--- config.mk ---
export PLATFORM = sky130hd
export DESIGN_NAME = game_flow_ctrl
export DESIGN_NICKNAME = d
export VERILOG_FILES = /design/src/rtl/brick_game_pkg.sv /design/src/rtl/frame_timer.sv /design/src/rtl/game_flow_ctrl.sv
export SDC_FILE = /design/constraint.sdc
export NUM_CORES = 1
export LEC_CHECK = 0
export CAP_MARGIN = 10
export CORE_MARGIN = 5
export CORE_UTILIZATION = 42
export CTS_CLUSTER_SIZE = 16
export DETAILED_ROUTE_END_ITERATION = 7
export PLACE_DENSITY_LB_ADDON = 0.15
export RECOVER_POWER = 50
export SYNTH_ARGS = -nofsm -noshare
export SYNTH_HDL_FRONTEND = slang
export SYNTH_SLANG_ARGS = --single-unit
--- constraint.sdc ---
create_clock -name iCLK -period 5.7 [get_ports iCLK]
set_input_delay 1.14 -clock iCLK [delete_from_list [all_inputs] [get_ports iCLK]]
set_output_delay 1.14 -clock iCLK [all_outputs]
set_load 0.02 [all_outputs]
--- src/rtl/brick_game_pkg.sv ---
// Shared types and constants for the brick-breaker game sequencer.
package brick_game_pkg;

  typedef enum logic [2:0] {
    StAttract    = 3'd0,
    StServe      = 3'd1,
    StPlay       = 3'd2,
    StPause      = 3'd3,
    StLifeLost   = 3'd4,
    StLevelClear = 3'd5,
    StGameOver   = 3'd6
  } state_e;

  localparam logic [1:0] OV_NONE   = 2'd0;
  localparam logic [1:0] OV_LOGO   = 2'd1;
  localparam logic [1:0] OV_PAUSED = 2'd2;
  localparam logic [1:0] OV_FAIL   = 2'd3;

  localparam int unsigned DefLivesInit   = 3;
  localparam int unsigned DefServeFrames = 60;
  localparam int unsigned DefLostFrames  = 90;
  localparam int unsigned DefClearFrames = 120;
  localparam int unsigned DefMaxLevel    = 7;
  localparam int unsigned DefTimerW      = 8;

endpackage

--- src/rtl/frame_timer.sv ---
// Frame-rate down-counter: loads on state entry, counts frame ticks, flags expiry at zero.
module frame_timer #(
  parameter int unsigned TIMER_W = 8
) (
  input  logic               clk_i,
  input  logic               rst_i,
  input  logic               load_i,
  input  logic [TIMER_W-1:0] load_val_i,
  input  logic               en_i,
  input  logic               tick_i,
  output logic               expire_o
);

  logic [TIMER_W-1:0] cnt_d, cnt_q;

  always_comb begin
    cnt_d = cnt_q;
    if (load_i) begin
      cnt_d = load_val_i;
    end else if (en_i && tick_i && (cnt_q != '0)) begin
      cnt_d = cnt_q - 1'b1;
    end
  end

  always_ff @(posedge clk_i or posedge rst_i) begin
    if (rst_i) begin
      cnt_q <= '0;
    end else begin
      cnt_q <= cnt_d;
    end
  end

  assign expire_o = en_i && tick_i && (cnt_q == '0);

endmodule

--- src/rtl/game_flow_ctrl.sv ---
// Brick-breaker game sequencer: state, lives, level and frame delays with registered outputs.
module game_flow_ctrl
  import brick_game_pkg::*;
#(
  parameter int unsigned LIVES_INIT   = DefLivesInit,
  parameter int unsigned SERVE_FRAMES = DefServeFrames,
  parameter int unsigned LOST_FRAMES  = DefLostFrames,
  parameter int unsigned CLEAR_FRAMES = DefClearFrames,
  parameter int unsigned MAX_LEVEL    = DefMaxLevel,
  parameter int unsigned TIMER_W      = DefTimerW
) (
  input  logic       iCLK,
  input  logic       iRST,
  input  logic       iFrame_Tick,
  input  logic       iStart,
  input  logic       iRun,
  input  logic       iBottom_Hit,
  input  logic [7:0] iBricks_Left,
  output logic [2:0] oState,
  output logic       oBall_Run,
  output logic       oBall_Serve,
  output logic       oBrick_Reload,
  output logic [1:0] oOverlay,
  output logic [3:0] oLives,
  output logic [2:0] oLevel
);

  state_e             state_d, state_q;
  logic [3:0]         lives_d, lives_q;
  logic [2:0]         level_d, level_q;
  logic               run_d, run_q;
  logic               serve_d, serve_q;
  logic               reload_d, reload_q;
  logic [1:0]         overlay_d, overlay_q;
  logic               entry_d, entry_q;
  logic               tmr_load;
  logic [TIMER_W-1:0] tmr_val;
  logic               tmr_en;
  logic               expire;

  // Timer only runs in the states that own a frame delay.
  assign tmr_en = (state_q == StServe) || (state_q == StLifeLost) || (state_q == StLevelClear);

  frame_timer #(
    .TIMER_W (TIMER_W)
  ) u_frame_timer (
    .clk_i      (iCLK),
    .rst_i      (iRST),
    .load_i     (tmr_load),
    .load_val_i (tmr_val),
    .en_i       (tmr_en),
    .tick_i     (iFrame_Tick),
    .expire_o   (expire)
  );

  always_comb begin
    state_d  = state_q;
    lives_d  = lives_q;
    level_d  = level_q;
    serve_d  = 1'b0;
    reload_d = 1'b0;
    tmr_load = 1'b0;
    tmr_val  = '0;

    unique case (state_q)
      StAttract: begin
        if (iStart) begin
          state_d  = StServe;
          lives_d  = 4'(LIVES_INIT);
          level_d  = '0;
          reload_d = 1'b1;
          serve_d  = 1'b1;
          tmr_load = 1'b1;
          tmr_val  = TIMER_W'(SERVE_FRAMES);
        end
      end
      StServe: begin
        // A launch press in the entry cycle is the same press that started the serve.
        if ((iStart && !entry_q) || expire) begin
          state_d = StPlay;
        end
      end
      StPlay: begin
        // Brick count is stale for one cycle after a reload, so skip it on entry.
        if (!entry_q && (iBricks_Left == 8'd0)) begin
          state_d  = StLevelClear;
          tmr_load = 1'b1;
          tmr_val  = TIMER_W'(CLEAR_FRAMES);
        end else if (iBottom_Hit) begin
          if (lives_q <= 4'd1) begin
            lives_d = '0;
            state_d = StGameOver;
          end else begin
            lives_d  = lives_q - 4'd1;
            state_d  = StLifeLost;
            tmr_load = 1'b1;
            tmr_val  = TIMER_W'(LOST_FRAMES);
          end
        end else if (!iRun) begin
          state_d = StPause;
        end
      end
      StPause: begin
        if (iRun) begin
          state_d = StPlay;
        end
      end
      StLifeLost: begin
        if (expire) begin
          state_d  = StServe;
          serve_d  = 1'b1;
          tmr_load = 1'b1;
          tmr_val  = TIMER_W'(SERVE_FRAMES);
        end
      end
      StLevelClear: begin
        if (expire) begin
          level_d  = (level_q >= 3'(MAX_LEVEL)) ? 3'(MAX_LEVEL) : level_q + 3'd1;
          state_d  = StServe;
          reload_d = 1'b1;
          serve_d  = 1'b1;
          tmr_load = 1'b1;
          tmr_val  = TIMER_W'(SERVE_FRAMES);
        end
      end
      StGameOver: begin
        lives_d = '0;
        if (iStart) begin
          state_d = StAttract;
        end
      end
      default: begin
        state_d = StAttract;
      end
    endcase
  end

  // Outputs are decoded from the next state so they land together with oState.
  always_comb begin
    entry_d   = (state_d != state_q);
    run_d     = (state_d == StPlay);
    overlay_d = OV_NONE;
    unique case (state_d)
      StAttract:  overlay_d = OV_LOGO;
      StPause:    overlay_d = OV_PAUSED;
      StGameOver: overlay_d = OV_FAIL;
      default:    overlay_d = OV_NONE;
    endcase
  end

  always_ff @(posedge iCLK or posedge iRST) begin
    if (iRST) begin
      state_q   <= StAttract;
      lives_q   <= 4'(LIVES_INIT);
      level_q   <= '0;
      run_q     <= 1'b0;
      serve_q   <= 1'b0;
      reload_q  <= 1'b0;
      overlay_q <= OV_LOGO;
      entry_q   <= 1'b0;
    end else begin
      state_q   <= state_d;
      lives_q   <= lives_d;
      level_q   <= level_d;
      run_q     <= run_d;
      serve_q   <= serve_d;
      reload_q  <= reload_d;
      overlay_q <= overlay_d;
      entry_q   <= entry_d;
    end
  end

  assign oState        = state_q;
  assign oBall_Run     = run_q;
  assign oBall_Serve   = serve_q;
  assign oBrick_Reload = reload_q;
  assign oOverlay      = overlay_q;
  assign oLives        = lives_q;
  assign oLevel        = level_q;

endmodule

==> results by group, run 1 <==
Power
  • Cell Pwr Density: 512 nW/um2
  • Worst vdd ir: 265 uV
  • P_leak: 0.849 nW

Yosys
  • Most frequent cells after synthesis: dfrtp_1 (21), inv_1 (16), nor2_1 (14), o21ai_0 (12), nand2_1 (8)
  • Largest cells by area after synthesis: dfrtp_1 (33%), dfstp_2 (4.9%), ha_1 (4.7%), o21ai_0 (3.8%), inv_1 (3.8%)
  • Netlist cell types: 56
  • Primary FF master, synth: dfrtp_1
  • Share of the synthesized area in the top cell type: 0.328
  • Most common cell in the netlist: dfrtp_1
  • Synth area leader: dfrtp_1
  • Sequential fraction of the synthesis area: 0.378
  • Synth Register Bits: 24
  • Post-synth ARST share: 1.00
  • Net Count, Synth: 191
  • Syn Inst Count: 171
  • Synthesized area: 1600 um2
  • Yosys warnings: 0
  • Mean post-synth cell area: 9.36 um2
  • Number of synthesized flops with an enable pin: 0

Drt
  • Avg WL per Cell: 15.2 um
  • Vias: 1,410
  • DRT antenna net count: 0
  • WL final: 3760 um
  • Initial DRT Pass Iterations: 4
  • Routed vias/inst: 5.71
  • 1st-iter DRT viols: 67
  • DRC Markers: 0

Min path
  • Worst Hold Launch: oLives[0]
  • Hold Path Class: reg -> reg

GRT
  • First-pass GRT wire length: 6520 um
  • GRT Total Usage: 0.157
  • Pin count of the biggest net entering global routing: 25
  • Vias in the first global route: 1,417
  • Initial antenna violation count: 0
  • Global route overflow: 0

Placement
  • Final HPWL DP: 2870 um
  • RePlAce Congestion: 0.879
  • Port bufs: 28
  • Place WS: 2.51 ns

Outcome
  • Status: finished clean

Die
  • Die area: 5140 um2
  • Core footprint: 3690 um2
  • Num rows: 22
  • Initial Util: 0.434
  • Die Y: 71.7 um
  • Die Span X: 71.7 um
  • Top Ports: 29

Timing
  • Slew Viols, Final: 0
  • Final min period: 2.92 ns
  • Final setup viols: 0
  • Headroom to the max-slew limit: 0.389
  • Hold_ws: 0.532 ns
  • Period utilization: 0.512
  • Setup_tns: 0 ns
  • Fin Clk Skew: 0.000800 ns
  • Worst slew pin tran: 0.916 ns
  • RSZ-0062 raised after global routing: no
  • Maximum clock frequency: 0.343 GHz
  • Worst setup margin: 2.78 ns
  • Hold Vio Cnt, Final: 0

Layout
  • # fillers: 338
  • Antenna cells: 0
  • Sequential cell area: 604 um2
  • Multi-input gate area: 895 um2
  • Syn-to-layout area delta: 23.4%
  • Final core occ: 0.535
  • Nets: 220
  • Layout cells sized above 1: 0.0905

Job
  • MaxCap Viol Count: 0

Clock network
  • Clock-pin slew on the worst setup and hold paths: 0.09 ns
  • CTS resizes: 0
  • CTS Buf Count: 3
  • Clk buf depth: 2
  • # clock sinks: 24
  • Root buffer selected by CTS: clkbuf_8
  • Postcts setup bufs: 0
  • CTS Hold Buffers Added: 0
  • H-tree depth: 1
  • CTS tree: done
  • Clock latency on the worst-skew pair: 0.27 ns

Setup path
  • Kind of end point of the critical path: flip-flop
  • Critical Path RT: 5.92 ns
  • Crit path kind: in -> reg
  • Crit path launch: iBricks_Left[2]
  • Type of origin of the critical path: primary input
  • Worst Path Arrival: 3.13 ns
  • CP max FO: 7
  • Worst R2R Start: u_frame_timer.cnt_q[0]
==> kinds of logic (layout without fill, tap and decap cells) <==
family / count (synthesis) / in the layout / share of synthesized area
xor+xnor: 3 / 3 / 0.0164
simple gates: 72 / 72 / 0.276
compound gates: 41 / 41 / 0.196
flops: 24 / 24 / 0.378
buf+inv: 21 / 49 / 0.0618
fa+ha+maj: 6 / 6 / 0.0469
mux: 4 / 4 / 0.0250
==> worst max-delay path, cell delays in order <==
cell             delay, ns
clkdlybuf4s50_1       0.41
nor4_1                0.53
nand3_1               0.20
a21oi_1               0.49
nand2b_1              0.22
o32a_1                0.15
==> per-stage QoR <==
| step | area (um2) | std cells | power (mW) |
|---|---|---|---|
| 2_1_floorplan | 1600 | 171 | 0.714 |
| 3_3_place_gp | 1910 | 243 | 0.854 |
| 3_5_place_dp | 1910 | 243 | 0.870 |
| 4_1_cts | 1980 | 247 | 1.02 |
| 5_1_grt | 1970 | 247 | 1.09 |
| 6_report | 1970 | 247 | 1.01 |
==> flip-flops by register name (all words and copies together), names as in the netlist <==
register and cells:
u_frame_timer.cnt_q 8, oLives 4, oLevel 3, oState 3, oOverlay 2, entry_q 1
oBall_Run 1, oBall_Serve 1, oBrick_Reload 1
==> path summary, 6_finish.rpt <==
path / end / slack [ns] / cells after the start
max: u_frame_timer.cnt_q[1] / 2.78 / 6
min: oLives[0] / 0.53 / 2
max reg2reg: entry_q / 3.31 / 7
min reg2reg: oLives[0] / 0.53 / 2
max in group asynchronous: oLevel[2] / 3.64 / 2
min in group asynchronous: u_frame_timer.cnt_q[5] / 1.50 / 2
==> report_power, final <==
group / internal, mW / switching [mW] / total (mW) / leakage, nW
clock: 0.0940 / 0.0594 / 0.153 / 0.0357
sequential: 0.243 / 0.0950 / 0.338 / 0.292
combinational: 0.248 / 0.272 / 0.520 / 0.521
total: 0.585 / 0.426 / 1.01 / 0.849
==> cell usage in the layout, fill, tap and decap left out, types with 6 or more instances in the layout <==
cell	synthesis	routed
nand2_1	8	8
inv_1	16	17
clkdlybuf4s50_1	0	22
o21ai_0	12	12
dlygate4sd3_1	0	6
ha_1	6	6
nor2_1	14	15
a21oi_1	6	6
nand3_1	7	7
dfrtp_1	21	21
==> final cells by class <==
cell class | instances | share of cell area
tap | 48 | 0.0304
clock buffer | 3 | 0.0209
multi-input combinational | 126 | 0.453
timing repair buffer | 28 | 0.142
clock inverter | 1 | 0.0152
inverter | 17 | 0.0323
sequential | 24 | 0.306
==> per-layer routing <==
| metal | GRT usage | vias up | part of all wire |
|---|---|---|---|
| met2 | 0.251 | 39 | 0.48 |
| li1 | - | 682 | - |
| met1 | 0.205 | 682 | 0.44 |
| met3 | 0.0421 | 7 | 0.065 |
| met5 | 0 | - | 0 |
| met4 | 0.0522 | 0 | 0.017 |
Note: power is estimated with default switching activity, not from simulation.
==> inputs of run 2 (changes only) <==
Clock period 5.7 ns to 3 ns, I/O delays scaled along.
==> run 2 against run 1 <==
Critical path depth up 1. Clock skew up 0.00061 ns. Power up 90%. Die area unchanged. Critical path type is now reg -> reg. Largest power group unchanged. Cell area up 0.13%.
==> results by group, run 2 (synthesis results as in run 1) <==
Die
  • Die Y: 71.7 um
  • Top Ports: 29
  • Die area: 5140 um2
  • Initial Util: 0.434
  • Core footprint: 3690 um2
  • Num rows: 22
  • Die Span X: 71.7 um

Power
  • Worst vdd ir: 503 uV
  • Sequential share of power: 0.334
  • Logic pwr share: 0.515
  • Switching share of total power: 0.424
  • Clock share of power: 0.151
  • P_leak: 0.848 nW
  • Cell Pwr Density: 972 nW/um2
  • Int Power: 1.11 mW
  • P_sw: 814 uW

Timing
  • Period utilization: 0.800
  • Worst slew pin tran: 0.914 ns
  • Slew Viols, Final: 0
  • Fin Clk Skew: 0.00141 ns
  • Final setup viols: 0
  • RSZ-0062 raised after global routing: no
  • Headroom to the max-slew limit: 0.390
  • Final min period: 2.40 ns
  • Maximum clock frequency: 0.417 GHz
  • Hold Vio Cnt, Final: 0
  • Setup_tns: 0 ns
  • Worst setup margin: 0.601 ns

Drt
  • Vias: 1,427
  • DRC Markers: 0
  • Avg WL per Cell: 15.3 um
  • Initial DRT Pass Iterations: 4
  • Routed vias/inst: 5.78
  • DRT antenna net count: 0
  • 1st-iter DRT viols: 65
  • WL final: 3790 um

Setup path
  • Kind of end point of the critical path: flip-flop
  • Crit path max-delay family: compound AO/OA/AOI/OAI gates
  • Crit path cell chain: inv_1 -> ha_1 -> nor3b_1 -> nand4_2 -> a311oi_2 -> a2bb2o_4 -> a311o_1
  • RR Endpoint: entry_q
  • Worst Path Arrival: 2.56 ns
  • Crit path kind: reg -> reg
  • Worst Path Buf+Inv: 1
  • CP max stage cell: nor3b_1
  • Type of origin of the critical path: flip-flop
  • Worst R2R Start: u_frame_timer.cnt_q[0]
  • CP max FO: 4
  • R2r setup slk: 0.60 ns
  • Worst path max stage delay: 0.51 ns
  • Critical Path RT: 3.16 ns
  • Crit path launch: u_frame_timer.cnt_q[0]
  • FF-to-FF path depth: 7

GRT
  • Grt met1 use: 0.205
  • Layer with the highest usage: met2
  • Vias in the first global route: 1,417
  • Initial antenna violation count: 0
  • GRT Total Usage: 0.157
  • Global route overflow: 0
  • GR Util met2: 0.251
  • Global-route track usage on met3: 0.0421
  • Pin count of the biggest net entering global routing: 25
  • First-pass GRT wire length: 6520 um

Clock network
  • CTS resizes: 0
  • Root buffer selected by CTS: clkbuf_8
  • Clock latency on the worst-skew pair: 0.27 ns
  • Postcts setup bufs: 0
  • Clock-pin slew on the worst setup and hold paths: 0.09 ns
  • Clk buf depth: 2
  • CTS tree: done
  • # clock sinks: 24
  • H-tree depth: 1
  • CTS Hold Buffers Added: 0
  • CTS Buf Count: 3

Layout
  • Commonest non-fill, non-tap cell in the layout: dfrtp_1
  • # fillers: 337
  • Largest register by flop count: u_frame_timer.cnt_q
  • Antenna cells: 0
  • Most frequent cells in the layout: dfrtp_1 (21), clkdlybuf4s50_1 (20), inv_1 (16)
  • Layout cells sized above 1: 0.101
  • Nets: 220
  • Syn-to-layout area delta: 23.5%
  • Largest register FFs: 8

Placement
  • Final HPWL DP: 2870 um
  • Place WS: 0.352 ns
  • RePlAce Congestion: 0.879
  • Port bufs: 28

Min path
  • Hold path endpoint: oLives[0]
  • Worst Hold Launch: oLives[0]
  • Hold Path Class: reg -> reg
  • Hold Path Cell Cnt: 2

Job
  • MaxCap Viol Count: 0

Outcome
  • Status: finished clean
==> run 2: area by class of cell <==
cell class	count	area [um2]	area share
Clock inverter	1	30.0	0.0152
Multi-Input combinational cell	126	897	0.454
Inverter	17	63.8	0.0323
Tap cell	48	60.1	0.0304
Timing Repair Buffer	28	280	0.142
Clock buffer	3	41.3	0.0209
Sequential cell	24	604	0.306
==> run 2: tightest hold or removal path: stages, from the launching register on <==
cell and delay, ns:
dfstp_2 0.40, inv_1 0.07, a21oi_1 0.07
==> run 2: worst max-delay path by stage <==
| stage | cells past startpoint | endpoint | slack (ns) |
|---|---|---|---|
| CTS | 7 | entry_q | 0.62 |
| finish | 7 | entry_q | 0.60 |
| global route | 6 | oLives[1] | 0.45 |
| detailed placement | 6 | u_frame_timer.cnt_q[1] | 0.35 |
| global placement | 6 | entry_q | 0.40 |
| floorplan | 7 | entry_q | 0.93 |
==> run 2: metal layers <==
metal | share of wire | up-vias | routed length (um)
li1 | - | 683 | -
met2 | 0.48 | 44 | 1800
met5 | 0 | - | 0
met3 | 0.072 | 7 | 272
met1 | 0.43 | 693 | 1650
met4 | 0.017 | 0 | 64
==> run 2: power groups by stage <==
stage / logic (mW) / clock network, mW / registers [mW]
2_1_floorplan: 0.690 / 0 / 0.667
3_3_place_gp: 0.977 / 0 / 0.645
3_5_place_dp: 1.01 / 0 / 0.647
4_1_cts: 1.01 / 0.295 / 0.641
5_1_grt: 1.10 / 0.312 / 0.666
6_report: 0.989 / 0.291 / 0.642
==> run 2: metrics by stage <==
step           power [mW]  std cells  hold WS [ns]  area (um2)  utilization
6_report             1.92        247         0.532        1980        0.536
5_1_grt              2.08        247         0.551        1980        0.536
4_1_cts              1.94        247         0.533        1980        0.536
3_5_place_dp         1.65        243         0.519        1910        0.517
3_3_place_gp         1.62        243         0.508        1910        0.517
2_1_floorplan        1.36        171         0.517        1600            -
==> inputs of run 3 (changes only) <==
Clock period 3 ns to 2.2 ns, I/O delays scaled along.
==> run 3 against run 2 <==
Count of clock-buffer cells in the layout unchanged. Via count is 1.4% higher. Largest power group unchanged. Flip-flop and latch count unchanged. Register-to-register slack worse by 0.48 ns. Worst setup slack lost 0.48 ns. Utilization grew 4.2 points. Cell count is 7.7% higher. Combinational power is 61% higher. Clock power increased by 34%. Cell area rose by 7.9%. Largest cell class unchanged. Sequential share of layout area fell by 2.2 points.
==> results by group, run 3 (synthesis results as in run 1) <==
Timing
  • Fin Clk Skew: 0.00326 ns
  • Headroom to the max-slew limit: 0.140
  • Final setup viols: 0
  • Slew Viols, Final: 0
  • RSZ-0062 raised after global routing: no
  • Hold Vio Cnt, Final: 0
  • Final min period: 2.08 ns
  • Setup_tns: 0 ns
  • Maximum clock frequency: 0.481 GHz
  • Worst slew pin tran: 1.29 ns
  • Period utilization: 0.944
  • Hold_ws: 0.535 ns

GRT
  • Pin count of the biggest net entering global routing: 25
  • Global route overflow: 0
  • Vias in the first global route: 1,404
  • First-pass GRT wire length: 6570 um
  • Initial antenna violation count: 0
  • GRT Total Usage: 0.158

Clock network
  • CTS Buf Count: 3
  • Postcts setup bufs: 0
  • CTS resizes: 0
  • H-tree depth: 1
  • Root buffer selected by CTS: clkbuf_8
  • # clock sinks: 24
  • Clk buf depth: 2
  • CTS tree: done
  • CTS Hold Buffers Added: 0
  • Clock latency on the worst-skew pair: 0.27 ns
  • Clock-pin slew on the worst setup and hold paths: 0.08 ns

Drt
  • DRC Markers: 0
  • DRT antenna net count: 0
  • 1st-iter DRT viols: 79
  • Vias: 1,447
  • Initial DRT Pass Iterations: 4
  • WL final: 3830 um
  • Avg WL per Cell: 14.4 um
  • Routed vias/inst: 5.44

Setup path
  • R2r setup slk: 0.12 ns
  • Worst R2R Start: u_frame_timer.cnt_q[1]
  • Crit path launch: iRun
  • Kind of end point of the critical path: flip-flop
  • Type of origin of the critical path: primary input
  • Critical Path RT: 2.36 ns
  • FF-to-FF path depth: 8
  • Worst Path Arrival: 2.23 ns
  • Crit path kind: in -> reg
  • RR Endpoint: entry_q
  • CP max FO: 3

Layout
  • Multi-input gate area: 915 um2
  • Layout cells sized above 1: 0.193
  • Most frequent cells in the layout: clkdlybuf4s50_1 (22), dfrtp_1 (21), buf_4 (18)
  • Final core occ: 0.578
  • Finished Layout Cells: 266
  • Sequential cell area: 604 um2
  • Largest register FFs: 8
  • # fillers: 332
  • Antenna cells: 0
  • Commonest non-fill, non-tap cell in the layout: clkdlybuf4s50_1
  • Largest register by flop count: u_frame_timer.cnt_q
  • Syn-to-layout area delta: 33.3%
  • Nets: 239

Power
  • Final total power: 2.80 mW
  • Switching share of total power: 0.409
  • Int Power: 1.65 mW
  • Worst vdd ir: 742 uV
  • P_sw: 1.14 mW
  • Logic pwr share: 0.568
  • Sequential share of power: 0.293
  • P_leak: 0.939 nW
  • Clock share of power: 0.139
  • Cell Pwr Density: 1310 nW/um2

Die
  • Top Ports: 29
  • Die Y: 71.7 um
  • Die area: 5140 um2
  • Die Span X: 71.7 um
  • Num rows: 22
  • Initial Util: 0.434
  • Core footprint: 3690 um2

Outcome
  • Status: finished clean

Min path
  • Hold path endpoint: oLives[0]
  • Worst Hold Launch: oLives[0]
  • Hold Path Cell Cnt: 2
  • Hold Path Class: reg -> reg

Placement
  • Post-placement cell count: 262
  • RePlAce Congestion: 0.911
  • Port bufs: 28
  • Final HPWL DP: 2970 um

Job
  • MaxCap Viol Count: 0
[run 3: cell count changes in the layout (fill, tap and decap cells not counted), sizes merged]
cell           previous run  this run
clkbuf                    3         4
dlygate4sd3               8         6
clkdlybuf4s50            20        22
buf                       0        18
[run 3: stage by stage]
step / instance area [um2] / worst slack [ns]
floorplan: 1600 / 0.130
detailed placement: 2050 / -0.155
global route: 2130 / 0.0320
global placement: 2050 / -0.120
CTS: 2120 / 0.0986
finish: 2130 / 0.122
[run 3: cell type report]
| class | count | area share |
|---|---|---|
| multi-input cells | 126 | 0.429 |
| clock inverters | 1 | 0.0141 |
| well taps | 48 | 0.0282 |
| clock buffers | 3 | 0.0194 |
| repair buffers | 47 | 0.196 |
| flip-flops and latches | 24 | 0.283 |
| inverters | 17 | 0.0299 |
[run 3: metal layers]
metal | wire, um | global-route usage
met1 | 1870 | 0.224
met2 | 1790 | 0.250
met3 | 121 | 0.0210
met4 | 53 | 0.0438
met5 | 0 | 0
[run 3: power by group through the flow]
stage | logic, mW | clock network [mW] | registers, mW
2_1_floorplan | 0.941 | 0 | 0.909
3_3_place_gp | 1.53 | 0 | 0.820
3_5_place_dp | 1.57 | 0 | 0.824
4_1_cts | 1.58 | 0.400 | 0.818
5_1_grt | 1.76 | 0.412 | 0.851
6_report | 1.59 | 0.389 | 0.820
[run 3: how the worst max path moves through the flow]
| stage | endpoint | slack (ns) | depth (start not counted) |
|---|---|---|---|
| after detailed placement | entry_q | -0.15 | 6 |
| after global placement | entry_q | -0.12 | 6 |
| after CTS | entry_q | 0.1 | 8 |
| final | entry_q | 0.12 | 6 |
| after global routing | entry_q | 0.03 | 8 |
| after floorplan | entry_q | 0.13 | 7 |
[run 3: worst max-delay path, cell delays in order]
cell             delay [ns]
clkdlybuf4s50_1        0.51
nor2_2                 0.04
a311o_1                0.36
a311oi_2               0.34
a2bb2o_4               0.24
a311o_1                0.31
